--- config.mk ---
export PLATFORM = sky130hd
export DESIGN_NAME = obf_seq_ctrl
export DESIGN_NICKNAME = d
export VERILOG_FILES = /design/src/rtl/obf_seq_ctrl.sv
export SDC_FILE = /design/constraint.sdc
export NUM_CORES = 1
export LEC_CHECK = 0
export CORE_MARGIN = 4
export CORE_UTILIZATION = 35
export DETAILED_ROUTE_END_ITERATION = 7
export PLACE_DENSITY = 0.81
export SETUP_SLACK_MARGIN = 0.05
export SLEW_MARGIN = 20
export SYNTH_ARGS = -nofsm -noshare
export SYNTH_HDL_FRONTEND = slang
export SYNTH_SLANG_ARGS = --single-unit
--- constraint.sdc ---
create_clock -name clk -period 2.4 [get_ports clk]
set_input_delay 0.48 -clock clk [delete_from_list [all_inputs] [get_ports clk]]
set_output_delay 0.48 -clock clk [all_outputs]
set_load 0.05 [all_outputs]
--- src/rtl/obf_seq_ctrl.sv ---
// obf_seq_ctrl: walks the substitution LUT pseudo-PC per obfuscated fetch, freezing fetch until retire or flush
module obf_seq_ctrl #(
  parameter int IGU_WIDTH     = 7,
  parameter int PPC_WIDTH     = 4,
  parameter int LUT_OUT_WIDTH = 16
) (
  input  logic                     clk,
  input  logic                     rst,
  input  logic                     req_valid,
  input  logic [IGU_WIDTH-1:0]     req_index,
  input  logic [PPC_WIDTH-1:0]     req_len,
  output logic                     req_ready,
  output logic [IGU_WIDTH-1:0]     lut_index,
  output logic [PPC_WIDTH-1:0]     lut_ppc,
  input  logic [LUT_OUT_WIDTH-1:0] lut_sub,
  input  logic [LUT_OUT_WIDTH-1:0] lut_imm,
  output logic                     sub_valid,
  output logic [LUT_OUT_WIDTH-1:0] sub_word,
  output logic [LUT_OUT_WIDTH-1:0] sub_imm,
  output logic                     sub_last,
  input  logic                     sub_ready,
  input  logic                     sub_uses_imm,
  input  logic                     flush,
  output logic                     if_freeze,
  output logic                     done
);
  typedef enum logic {IDLE, RUN} state_t;
  state_t state, state_nxt;
  logic [PPC_WIDTH-1:0] len_q;
  logic [PPC_WIDTH:0] p1, p2, nxt, len_w;
  logic accept, step, fin;
  // handshakes, step arithmetic (one bit wider so the end test never wraps) and next state
  always_comb begin
    req_ready = (state == IDLE) & !flush & !rst;
    accept    = req_valid & req_ready & (req_len != '0);
    sub_valid = state == RUN;
    step      = sub_valid & sub_ready & !flush;
    len_w     = {1'b0, len_q};
    p1        = {1'b0, lut_ppc} + (PPC_WIDTH+1)'(1);
    p2        = {1'b0, lut_ppc} + (PPC_WIDTH+1)'(2);
    nxt       = sub_uses_imm ? p2 : p1;
    fin       = nxt >= len_w;
    sub_last  = sub_valid & ((p1 >= len_w) | (sub_uses_imm & (p2 >= len_w)));
    if_freeze = sub_valid | accept;
    sub_word  = sub_valid ? lut_sub : '0;
    sub_imm   = sub_valid ? lut_imm : '0;
    state_nxt = flush ? IDLE : accept ? RUN : (step & fin) ? IDLE : state;
  end
  // state register
  always_ff @(posedge clk or posedge rst) begin
    if (rst) state <= IDLE;
    else     state <= state_nxt;
  end
  // sequence datapath: flush aborts silently, retirement rewinds ppc and pulses done
  always_ff @(posedge clk or posedge rst) begin
    if (rst) begin
      lut_index <= '0;
      lut_ppc   <= '0;
      len_q     <= '0;
      done      <= 1'b0;
    end else begin
      done <= step & fin;
      if (flush) lut_ppc <= '0;
      else if (accept) begin
        lut_index <= req_index;
        lut_ppc   <= '0;
        len_q     <= req_len;
      end else if (step) lut_ppc <= fin ? '0 : nxt[PPC_WIDTH-1:0];
    end
  end
endmodule

==> impl_metrics.tcl <==
set metrics [dict create \
    clkTransAtPathRegs_ns 0.07 \
    crit_start "lut_ppc[1]" \
    final_nets 307 \
    synth_top_area_share_pct 31.5 \
    slew-limit-headroom_pct 57.5 \
    avgSynthCellArea_sq_um 9.73 \
    ant_nets 0 \
    gp_congestion 0.816 \
    row_count 22 \
    path_class "flop to primary output" \
    final.period_utilization_pct 100 \
    die-area_sq_mm 0.00492 \
    htreeDepth 1 \
    status "finished with violations" \
    synth.distinct_cells 33 \
    drc 0 \
    grt_usage_pct 19.4 \
    grt_pass1_wl_um 7580 \
    pre_cts_ws_ns -0.193 \
    grt_use_met3_pct 5.47 \
    vias_per_cell 4.88 \
    clock_latency_ns 0.25 \
    final_cell_area_sq_mm 0.00294 \
    placed_cell_area_sq_mm 0.00278 \
    yosys.area.top_type "dfrtp_1" \
    power_leakage_nw 1.26 \
    synthFlopType "dfrtp_1" \
    reg2reg_slack_ns 0.22 \
    hp-start "lut_index[1]" \
    cts_root_buf "clkbuf_8" \
    vdd_drop_max_mv 0.594 \
    cts_tree "done" \
    violations "negative setup slack" \
    hold_buffers 0 \
    grt_max_degree 37 \
    syn_area_sq_mm 0.00135 \
    worst_pin_slew_ns 0.636 \
    cp-start-kind "flop" \
    ys_seq_area_share_pct 31.5 \
    fin_skew_ns 0.00382 \
    end_kind "primary output" \
    yosysMostFrequentCell "and2_1" \
    clock_sinks 17 \
    cts_made_buffers 3 \
    required_ns 1.92 \
    synthTopCellsByArea "dfrtp_1 (31%), and2_1 (15%), ha_1 (13%)" \
    hold_violations 0 \
    synth_edf_count 0 \
    regArea_sq_um 429 \
    crit_end "sub_last" \
    cp_max_fo 3 \
    num_vias 1421 \
    worst_hold_path_type "flop to flop" \
    r2r_end "lut_ppc[3]" \
    drtPass1Iterations 4 \
    io_pins 97 \
    grt_use_met2_pct 34.8 \
    fp.dieH_um 70.2 \
    fin_total_pwr_mw 1.40 \
    slew_viol_final 0 \
    initial_core_util_pct 36.7 \
    drt-initial-drc-count 45 \
    cts_buffer_depth 2 \
    grt_overflow_total 0 \
    power.density_mw_per_mm2 477 \
    dpl.hpwl_um 4010 \
    async_flop_share_pct 100 \
    synth_cells 139 \
    area_growth_pct 117 \
    r2r-start "lut_ppc[1]" \
    synth_fp_nets 202 \
    multi_input_area_sq_um 965 \
    synthTopCellsByCount "and2_1 (32), dfrtp_1 (17), ha_1 (14)" \
    fmax_ghz 0.415 \
    final_layout_size_suffix_gt1_share_pct 37.0 \
    antenna_found_initial 0 \
    global_route.peak_usage_layer "met2" \
    dieWidth_um 70.2 \
    drv_cap 0 \
    period_needed_ns 2.41 \
    synth-seq-cells 17 \
    routedWlPerCell_um 16.9 \
    setup_slack_ns -0.0105 \
    grt_pass1_vias 1445 \
    final-setup-viol-count 1 \
    arrival_ns 1.93 \
    rsz0062_at_grt "yes" \
    final_util_pct 79.6 \
    synth_warnings 0 \
    port_buffers 96 \
    grt_use_met1_pct 23.2 \
    reg2reg_depth 8 \
    antenna_cells 0 \
    num-fill-cells 215 \
    wirelength_um 4910 \
    coreArea_sq_mm 0.00369 \
]
-- how the worst min path moves through the flow --
stage,slack (ns),end,cells past startpoint
final,0.50,lut_index[1],1
after global routing,0.52,lut_index[1],1
after CTS,0.51,lut_index[1],1
after detailed placement,0.49,lut_index[1],1
after global placement,0.49,lut_index[2],1
after floorplan,0.41,done,1
-- sequential cells by signal, summed over array words and instances, names as in the netlist --
name,cells
done,1
sub_valid,1
lut_ppc,4
lut_index,7
len_q,4
-- placed cells by master, fill, tap and decap left out, types with 4 or more instances in the layout --
cell type / synthesis / layout
inv_1: 9 / 8
and2_1: 32 / 32
mux2_2: 9 / 9
nand2_1: 7 / 7
dfrtp_1: 17 / 14
ha_1: 14 / 11
nor2_1: 4 / 4
buf_12: 0 / 36
clkdlybuf4s50_1: 0 / 55
o21ai_0: 7 / 5
buf_4: 0 / 9
-- critical path, cell delays in order (launching register included) --
cell      delay (ns)
dfrtp_2         0.45
ha_4            0.19
xor2_4          0.15
ha_1            0.28
a21boi_2        0.16
o21ai_2         0.18
a31oi_4         0.11
buf_12          0.16
-- where the power goes --
group	leakage [nW]	total, mW	internal [mW]	switching (mW)
sequential	0.210	0.362	0.334	0.0274
clock	0.0255	0.214	0.115	0.0985
combinational	1.03	0.824	0.380	0.444
-- area by class of cell --
type	count	share of cell area, %
Clock buffer	3	1.41
Clock inverter	1	0.171
Inverter	9	1.15
Multi-Input combinational cell	107	32.9
Sequential cell	17	14.6
Tap cell	48	2.05
Timing Repair Buffer	106	47.7
-- cells by family (layout without fill, tap and decap cells) --
group / Yosys count / in the layout / synth area share, %
adders and majority gates: 14 / 14 / 13.0
muxes: 12 / 12 / 10.5
buffers and inverters: 15 / 119 / 5.27
xor gates and xnor gates: 4 / 4 / 2.59
AOI/OAI and AO/OA: 23 / 23 / 13.3
and+or+nand+nor: 54 / 54 / 24.0
DFF: 17 / 17 / 31.5
-- metal layers --
| layer | routed length (um) | vias to the layer above |
|---|---|---|
| li1 | - | 678 |
| met1 | 2060 | 671 |
| met2 | 2440 | 67 |
| met3 | 385 | 5 |
| met4 | 30 | 0 |
| met5 | 0 | - |
-- stage by stage --
stage / cells / setup TNS [ns] / hold slack [ns]
global route: 291 / -0.0750 / 0.523
detailed placement: 285 / -0.846 / 0.494
global placement: 285 / -0.638 / 0.491
finish: 291 / -0.0105 / 0.504
floorplan: 139 / -0.00218 / 0.406
CTS: 290 / 0 / 0.509
-- timing repair --
item,in CTS,in global routing
endpoints found under the setup margin,2,7
setup buffers,1,1
resized for setup,18,6
gates cloned,0,0
pin swaps,4,3
Note: power is estimated with default switching activity, not from simulation.
